[src/rtl/irrigation_scheduler_if.sv]
`default_nettype none
// +--------------------------------------------------------------------------+
// | irrigation_scheduler_if - sensor/request inputs and valve/alarm outputs   |
// | Rev 1.0                                                                    |
// +--------------------------------------------------------------------------+
interface irrigation_scheduler_if;
  logic       h;
  logic       m;
  logic       l;
  logic [1:0] req;
  logic       clr_err;
  logic       ve;
  logic       al;
  logic [1:0] vz;
  logic       busy;
  logic       err;

  modport master (
    output h, m, l, req, clr_err,
    input  ve, al, vz, busy, err
  );

  modport slave (
    input  h, m, l, req, clr_err,
    output ve, al, vz, busy, err
  );
endinterface
`default_nettype wire

[src/rtl/irrigation_scheduler.sv]
`default_nettype none
// +--------------------------------------------------------------------------+
// | irrigation_scheduler - debounced tank fill control with two-zone RR slots |
// | Rev 1.0                                                                    |
// +--------------------------------------------------------------------------+
module irrigation_scheduler #(
  parameter int DEB_CYCLES = 4,
  parameter int IRR_CYCLES = 16,
  parameter int GAP_CYCLES = 2
) (
  input  logic                  clk,
  input  logic                  rst_n,
  irrigation_scheduler_if.slave bus
);

  localparam int              DW       = $clog2(DEB_CYCLES + 1);
  localparam logic [DW-1:0]   DEB_MAX  = DW'(DEB_CYCLES);
  localparam int              CNT_TOP  = (IRR_CYCLES > GAP_CYCLES) ? IRR_CYCLES : GAP_CYCLES;
  localparam int              CW       = $clog2(CNT_TOP + 1);
  localparam logic [CW-1:0]   IRR_LAST = CW'(IRR_CYCLES - 1);
  localparam logic [CW-1:0]   GAP_LAST = CW'(GAP_CYCLES - 1);

  localparam logic [1:0] ST_IDLE     = 2'd0;
  localparam logic [1:0] ST_IRRIGATE = 2'd1;
  localparam logic [1:0] ST_GAP      = 2'd2;
  localparam logic [1:0] ST_FAULT    = 2'd3;

  logic [2:0] raw;
  logic [2:0] filt;
  assign raw = {bus.h, bus.m, bus.l};

  // The filtered bit flips on the (DEB_CYCLES+1)-th consecutive differing synced sample.
  for (genvar i = 0; i < 3; i++) begin : g_sensor
    logic          sync_a;
    logic          sync_b;
    logic          filt_q;
    logic [DW-1:0] deb_cnt;

    always_ff @(posedge clk or negedge rst_n) begin
      if (!rst_n) begin
        sync_a  <= 1'b0;
        sync_b  <= 1'b0;
        filt_q  <= 1'b0;
        deb_cnt <= '0;
      end else begin
        sync_a <= raw[i];
        sync_b <= sync_a;
        if (sync_b == filt_q) begin
          deb_cnt <= '0;
        end else if (deb_cnt == DEB_MAX) begin
          filt_q  <= sync_b;
          deb_cnt <= '0;
        end else begin
          deb_cnt <= deb_cnt + 1'b1;
        end
      end
    end

    assign filt[i] = filt_q;
  end

  logic lvl_empty;
  logic lvl_low;
  logic lvl_full;
  logic lvl_invalid;

  always_comb begin
    lvl_empty   = 1'b0;
    lvl_low     = 1'b0;
    lvl_full    = 1'b0;
    lvl_invalid = 1'b0;
    case (filt)
      3'b000:  lvl_empty   = 1'b1;
      3'b001:  lvl_low     = 1'b1;
      3'b011:  ;
      3'b111:  lvl_full    = 1'b1;
      default: lvl_invalid = 1'b1;
    endcase
  end

  logic [1:0]    state;
  logic [1:0]    state_n;
  logic [CW-1:0] cnt;
  logic [CW-1:0] cnt_n;
  logic [1:0]    grant;
  logic [1:0]    grant_n;
  logic          last;
  logic          last_n;
  logic          ve_q;
  logic          ve_n;
  logic          al_q;
  logic          al_n;
  logic          busy_q;
  logic          err_q;

  logic          grant_ok;
  logic          pick_idx;
  logic [1:0]    pick_oh;

  assign grant_ok = (bus.req != 2'b00) && !lvl_empty && !lvl_invalid;
  assign pick_idx = (bus.req == 2'b11) ? ~last : bus.req[1];
  assign pick_oh  = pick_idx ? 2'b10 : 2'b01;

  always_comb begin
    state_n = state;
    cnt_n   = cnt;
    grant_n = grant;
    last_n  = last;
    if (lvl_invalid) begin
      state_n = ST_FAULT;
      cnt_n   = '0;
      grant_n = 2'b00;
    end else begin
      case (state)
        ST_IDLE: begin
          if (grant_ok) begin
            state_n = ST_IRRIGATE;
            cnt_n   = '0;
            grant_n = pick_oh;
            last_n  = pick_idx;
          end
        end
        ST_IRRIGATE: begin
          if (cnt == IRR_LAST || (bus.req & grant) == 2'b00 || lvl_empty) begin
            state_n = ST_GAP;
            cnt_n   = '0;
            grant_n = 2'b00;
          end else begin
            cnt_n = cnt + 1'b1;
          end
        end
        ST_GAP: begin
          // Last gap cycle doubles as the arbitration cycle so the gap is exactly GAP_CYCLES.
          if (cnt == GAP_LAST) begin
            cnt_n = '0;
            if (grant_ok) begin
              state_n = ST_IRRIGATE;
              grant_n = pick_oh;
              last_n  = pick_idx;
            end else begin
              state_n = ST_IDLE;
            end
          end else begin
            cnt_n = cnt + 1'b1;
          end
        end
        default: begin
          if (bus.clr_err) begin
            state_n = ST_IDLE;
            cnt_n   = '0;
            grant_n = 2'b00;
          end
        end
      endcase
    end
  end

  always_comb begin
    al_n = (state_n == ST_FAULT) || lvl_empty || lvl_low;
    if (state_n == ST_FAULT) begin
      ve_n = 1'b0;
    end else if (lvl_empty || lvl_low) begin
      ve_n = 1'b1;
    end else if (lvl_full) begin
      ve_n = 1'b0;
    end else begin
      ve_n = ve_q;
    end
  end

  always_ff @(posedge clk or negedge rst_n) begin
    if (!rst_n) begin
      state  <= ST_IDLE;
      cnt    <= '0;
      grant  <= 2'b00;
      last   <= 1'b1;
      ve_q   <= 1'b0;
      al_q   <= 1'b0;
      busy_q <= 1'b0;
      err_q  <= 1'b0;
    end else begin
      state  <= state_n;
      cnt    <= cnt_n;
      grant  <= grant_n;
      last   <= last_n;
      ve_q   <= ve_n;
      al_q   <= al_n;
      busy_q <= (state_n == ST_IRRIGATE);
      err_q  <= (state_n == ST_FAULT);
    end
  end

  assign bus.ve   = ve_q;
  assign bus.al   = al_q;
  assign bus.vz   = grant;
  assign bus.busy = busy_q;
  assign bus.err  = err_q;

endmodule
`default_nettype wire
[src/flat_wrapper.sv]
// flat-port wrapper written by rule: the top's interface ports become plain ports
module irrigation_scheduler_flat 
#(
  parameter int DEB_CYCLES = 4,
  parameter int IRR_CYCLES = 16,
  parameter int GAP_CYCLES = 2
)
  (clk, rst_n, bus_h, bus_m, bus_l, bus_req, bus_clr_err, bus_ve, bus_al, bus_vz, bus_busy, bus_err);
  irrigation_scheduler_if bus_i ();
  input  logic clk;
  input  logic rst_n;
  input wire logic [$bits(bus_i.h)-1:0] bus_h;
  input wire logic [$bits(bus_i.m)-1:0] bus_m;
  input wire logic [$bits(bus_i.l)-1:0] bus_l;
  input wire logic [$bits(bus_i.req)-1:0] bus_req;
  input wire logic [$bits(bus_i.clr_err)-1:0] bus_clr_err;
  output wire logic [$bits(bus_i.ve)-1:0] bus_ve;
  output wire logic [$bits(bus_i.al)-1:0] bus_al;
  output wire logic [$bits(bus_i.vz)-1:0] bus_vz;
  output wire logic [$bits(bus_i.busy)-1:0] bus_busy;
  output wire logic [$bits(bus_i.err)-1:0] bus_err;
  assign bus_i.h = bus_h;
  assign bus_i.m = bus_m;
  assign bus_i.l = bus_l;
  assign bus_i.req = bus_req;
  assign bus_i.clr_err = bus_clr_err;
  assign bus_ve = bus_i.ve;
  assign bus_al = bus_i.al;
  assign bus_vz = bus_i.vz;
  assign bus_busy = bus_i.busy;
  assign bus_err = bus_i.err;
  irrigation_scheduler #(.DEB_CYCLES(DEB_CYCLES), .IRR_CYCLES(IRR_CYCLES), .GAP_CYCLES(GAP_CYCLES)) u_core (.clk(clk), .rst_n(rst_n), .bus(bus_i));
endmodule
[config.mk]
export PLATFORM = sky130hd
export DESIGN_NAME = irrigation_scheduler_flat
export DESIGN_NICKNAME = d
export VERILOG_FILES = /design/src/rtl/irrigation_scheduler_if.sv /design/src/rtl/irrigation_scheduler.sv /design/src/flat_wrapper.sv
export SDC_FILE = /design/constraint.sdc
export NUM_CORES = 1
export LEC_CHECK = 0
export CAP_MARGIN = 5
export CORE_ASPECT_RATIO = 1.4
export CORE_UTILIZATION = 61
export CTS_CLUSTER_DIAMETER = 200
export DETAILED_ROUTE_END_ITERATION = 8
export GPL_TIMING_DRIVEN = 1
export PLACE_DENSITY = 0.85
export SKIP_LAST_GASP = 1
export SYNTH_ARGS = -nofsm -noshare
export SYNTH_HDL_FRONTEND = slang
export SYNTH_SLANG_ARGS = --single-unit
[constraint.sdc]
create_clock -name clk -period 7.56 [get_ports clk]
set_clock_uncertainty 0.2 [all_clocks]
set_input_delay 0.756 -clock clk [delete_from_list [all_inputs] [get_ports clk]]
set_output_delay 0.756 -clock clk [all_outputs]
set_load 0.03 [all_outputs]
Word level (Yosys, flattened, before mapping)
Index checks and enable logic that the tools add are counted.
- add/sub/neg operators: 4
- equal/unequal tests: 21
- multiplexer cells: 36
- bitwise operators: 5
- reductions and logical operators: 21
- operators with widths (kind ; number):
    two-way mux 5 bit ; 5
    two-way mux 2 bit ; 11
    two-way mux 3 bit ; 6
    one-hot mux 5 bit (3 select lines) ; 1
    == test 3 bit, second input constant ; 4
    one-hot mux 2 bit (3 select lines) ; 2
    two-way mux 1 bit ; 10
    adder 3 x 1 -> 3 bit, second input constant ; 3
    inequality test 3 x 2 -> 1 bit, second input constant ; 3
    AND reduction 2 bit ; 4
    == test 2 bit, second input constant ; 3
    AND reduction 3 bit ; 2
    adder 5 x 1 -> 5 bit, second input constant ; 1
    == test 5 x 1 -> 1 bit, second input constant ; 1
    == test 5 x 4 -> 1 bit, second input constant ; 1
    logical OR 1 bit ; 5
    inequality test 5 x 1 -> 1 bit, second input constant ; 1
    == test 2 x 1 -> 1 bit, second input constant ; 2
    zero test 2 bit ; 2
    NOT 1 bit ; 4
    nonzero test 2 bit ; 2
    OR reduction 4 bit ; 1
    == test 1 bit ; 3
    == test 3 x 1 -> 1 bit, second input constant ; 1
    other kinds (8) ; 9
- register bits after elaboration: 32
- input port bits: 8
- output and inout port bits: 6

Longest topological paths before layout
- depth after elaboration: 12
- mapped depth: 8
- depth with buffers taken out: 7

Worst setup path after synthesis
OpenSTA, ideal clock, no wires.
- path type: reg-to-reg
- from: register u_core.cnt[0]
- to: register u_core.cnt[3]
- arrival time: 2.332 ns
- data required time: 7.259 ns
- slack: 4.927 ns
- stages on the path, launching flop included: 8
- path buffers: 0
- clock period less this slack: 2.633 ns
- cells stage by stage: dfrtp_1 -> ha_1 -> and3_1 -> ha_1 -> or4b_4 -> a2111oi_4 -> nand3_2 -> o311ai_2
- word-level cells in the longest chain between the ends: 6
- elaborated cells on any way between the ends: 9
- RTL lines (element ; RTL line ; RTL):
    start: declaration ; irrigation_scheduler.sv:83 ; logic [CW-1:0] cnt;
    start signal: assignment ; irrigation_scheduler.sv:183 ; cnt <= cnt_n;
    branches (longest 4 deep; another with adder 5 x 1 -> 5 bit) ; - ;
    one-hot mux 5 bit (3 select lines) (*) ; irrigation_scheduler.sv:114 ; case (state)
    two-way mux 5 bit (*) ; irrigation_scheduler.sv:109 ; if (lvl_invalid) begin
Every way passes the cells marked *.
A chain may end at the register's enable or synchronous reset.

Worst setup path in the final report
Same ends and word-level chain as after synthesis.

==> qor.txt <==
cells along the critical path -> ha_1, and3_1, ha_1, or4b_4, a2111oi_4, nand3_2, o311ai_2
Warnings, synthesis -> 0
crit path DAT -> 2.88 ns
crit path launch -> u_core.cnt[0]
area growth from synthesis to layout -> 14.5%
total nets after synthesis -> 170
count of input and output buffers -> 13
Least-Margin Pin Slew -> 0.561 ns
reg2reg start -> u_core.cnt[0]
number of buffers inserted for hold repair after clock tree synthesis -> 0
share of total power in sequential cells -> 0.387
fill count -> 192
post-CTS setup buffers -> 0
number of synthesized register bits -> 32
number of enable flip-flop cells after synthesis -> 0
area of combinational cells with multiple inputs -> 786 µm²
Cell Rows -> 21
CTS tree -> built
setup_tns -> 0 ns
I/O Pins -> 14
Top FF cell, synth -> sky130_fd_sc_hd__dfrtp_1
area fraction of the dominant cell type after synthesis -> 0.475
Setup CP Type -> flip-flop to flip-flop
cell with the most instances after synthesis -> sky130_fd_sc_hd__dfrtp_1
final net count -> 190
drt wl/cell -> 15.0 µm
max capacitance violation total -> 0
overall die area -> 2890 µm²
number of DRC markers in iteration 0 -> 23
fraction of power consumed by combinational cells -> 0.467
Final GP Congestion -> 0.943
Net Switching -> 0.278 mW
peak clock frequency supported by timing -> 0.350 GHz
synthesized instance count -> 149
top post-synthesis cells by area -> sky130_fd_sc_hd__dfrtp_1, sky130_fd_sc_hd__ha_1, sky130_fd_sc_hd__nand2_1
worst endpoint required time -> 7.58 ns
initial antenna violation count -> 0
routed vias -> 1,166
final count of hold timing violations -> 0
average cell area after synthesis -> 11.0 µm²
largest incremental delay on the critical path -> 0.56 ns
Total Wirelength -> 3050 µm
Initial Util -> 0.662
global-route wire length before repair -> 5090 µm
sequential-to-total area share from yosys stat -> 0.491
peak supply drop -> 235 µV
element type at the critical path start -> flip-flop
summed instance area of the synthesized netlist -> 1630 µm²
Clock Pin Slew Worst Setup and Hold Paths -> 0.10 ns
worst slew margin relative to its limit -> 0.621
post-DR vias/cell -> 5.72
P per Cell Area -> 361 nW/µm²
horizontal die dimension -> 45.7 µm
Hold WS -> 0.153 ns
critical path buffer and inverter count -> 0
count of cells resized by post-cts repair -> 0
type of the tightest min-delay check -> flip-flop to flip-flop
setup violators final -> 0
Die Span Y -> 63.2 µm
share of flip-flops with an asynchronous set or reset after synthesis -> 1.00
cell type with the largest total area after synthesis -> sky130_fd_sc_hd__dfrtp_1
dpl hpwl -> 2390 µm
total power draw -> 0.675 mW
Max clock buf depth -> 2
clock sinks -> 32
router iterations before antenna repair -> 4
total routing resource utilization after global routing -> 0.253
category of the worst setup path capture point -> flip-flop
cell family with the largest share of critical-path delay -> simple AND/OR/NAND/NOR gates
clock insertion delay at the later pin of the skew report -> 0.32 ns
antenna-violating nets left -> 0
Leak -> 0.829 nW
Core Footprint -> 2470 µm²
cell internal power dissipation -> 0.397 mW
run status -> finished, final reports clean
most repeated library cell on the critical path -> sky130_fd_sc_hd__ha_1
hold path startpoint -> u_core.g_sensor[2].sync_a
sum of overflow across all layers after global routing -> 0
number of inserted diodes -> 0
RSZ-0062 raised after global routing -> no
total count of max-transition violations in the final report -> 0
fraction of layout cells with a size suffix above 1 -> 0.147
Switching Fraction -> 0.411
number of levels the H-tree was split into -> 2
cell types with the highest counts after synthesis -> sky130_fd_sc_hd__dfrtp_1, sky130_fd_sc_hd__nand2_1, sky130_fd_sc_hd__ha_1, sky130_fd_sc_hd__nor2_1, sky130_fd_sc_hd__inv_1
highest-delay cell along the critical path -> sky130_fd_sc_hd__or4b_4
Clock Power Share -> 0.146
pin count of the biggest net entering global routing -> 33
largest fanout on the critical path -> 5
min cycle time layout -> 2.86 ns
area used by sequential logic in the layout -> 802 µm²
final period utilization -> 0.378
number of global-route vias before repair -> 1,209
CTS buffer count -> 5
number of remaining DRC errors -> 0
Clock Tree Root -> sky130_fd_sc_hd__clkbuf_4
number of distinct library cells after synthesis -> 39
## per-stage QoR
step           std cells  cell area (µm²)  utilization  worst slack [ns]
3_3_place_gp         196             1810        0.733              4.51
5_1_grt              204             1870        0.757              4.60
6_report             204             1870        0.757              4.70
3_5_place_dp         196             1810        0.733              4.41
2_1_floorplan        149             1630            -              4.93
4_1_cts              204             1870        0.757              4.70
## placed cells by master (no fill, tap or decap), types with 2 or more instances in the layout
cell type / instances
sky130_fd_sc_hd__a21oi_1: 3
sky130_fd_sc_hd__and2_1: 4
sky130_fd_sc_hd__and2b_2: 2
sky130_fd_sc_hd__clkbuf_4: 5
sky130_fd_sc_hd__clkdlybuf4s50_1: 13
sky130_fd_sc_hd__clkinv_2: 2
sky130_fd_sc_hd__dfrtp_1: 31
sky130_fd_sc_hd__ha_1: 13
sky130_fd_sc_hd__inv_1: 11
sky130_fd_sc_hd__mux2_2: 4
sky130_fd_sc_hd__mux2i_1: 4
sky130_fd_sc_hd__nand2_1: 15
sky130_fd_sc_hd__nand3_1: 5
sky130_fd_sc_hd__nor2_1: 13
sky130_fd_sc_hd__nor2b_1: 6
sky130_fd_sc_hd__nor3b_1: 2
sky130_fd_sc_hd__o21ai_0: 8
sky130_fd_sc_hd__o31ai_1: 2
sky130_fd_sc_hd__xnor2_1: 3
## power groups by stage
stage,clock (mW),combinational (mW),sequential [mW]
finish,0.0986,0.315,0.261
global route,0.112,0.350,0.265
CTS,0.102,0.318,0.260
detailed placement,0,0.316,0.263
global placement,0,0.298,0.259
floorplan,0,0.210,0.275
## cell type report
class                   instances  share of cell area
multi-input cells             105               0.420
repair buffers                 14              0.0736
flip-flops and latches         32               0.429
clock buffers                   6              0.0274
inverters                      11              0.0221
well taps                      34              0.0227
clock inverters                 2             0.00535
## cell families (layout without fill, tap and decap cells)
logic type / after synthesis / count (layout) / synth area share
buffers and inverters: 12 / 33 / 0.0283
DFF: 32 / 32 / 0.491
and+or+nand+nor: 57 / 57 / 0.194
muxes: 8 / 8 / 0.0521
AOI/OAI and AO/OA: 24 / 24 / 0.119
adders and majority gates: 13 / 13 / 0.0995
xor gates and xnor gates: 3 / 3 / 0.0161
## worst register-to-register path: cells and delay by family (launching register included)
family	cells	cell delay, ns
AND/OR/NAND/NOR	3	0.92
flip-flops	1	0.44
adder cells (fa/ha/maj)	2	0.45
AO/OA/AOI/OAI	2	0.74
## flip-flops by register name, indices dropped and copies added (netlist names)
| name | cells |
|---|---|
| u_core.g_sensor.deb_cnt | 9 |
| u_core.cnt | 5 |
| u_core.g_sensor.filt_q | 3 |
| u_core.g_sensor.sync_a | 3 |
| u_core.g_sensor.sync_b | 3 |
| u_core.bus.vz | 2 |
| u_core.state | 2 |
| u_core.bus.al | 1 |
| u_core.bus.busy | 1 |
| u_core.bus.err | 1 |
| u_core.bus.ve | 1 |
| u_core.last | 1 |
## routing by layer
| metal | vias up | GRT usage | share of wire |
|---|---|---|---|
| li1 | 557 | - | - |
| met3 | 10 | 0.0716 | 0.029 |
| met1 | 571 | 0.272 | 0.41 |
| met5 | - | 0 | 0 |
| met2 | 28 | 0.425 | 0.53 |
| met4 | 0 | 0.136 | 0.034 |
## path summary, 6_finish.rpt
kind / endpoint / slack [ns] / cells after the start
max: u_core.cnt[3] / 4.70 / 7
min: u_core.g_sensor[2].sync_b / 0.15 / 0
max reg2reg: u_core.cnt[3] / 4.70 / 7
min reg2reg: u_core.g_sensor[2].sync_b / 0.15 / 0
max in group asynchronous: u_core.last / 6.22 / 2
min in group asynchronous: u_core.cnt[2] / 0.62 / 2
Power figures use the tool's default switching activity.
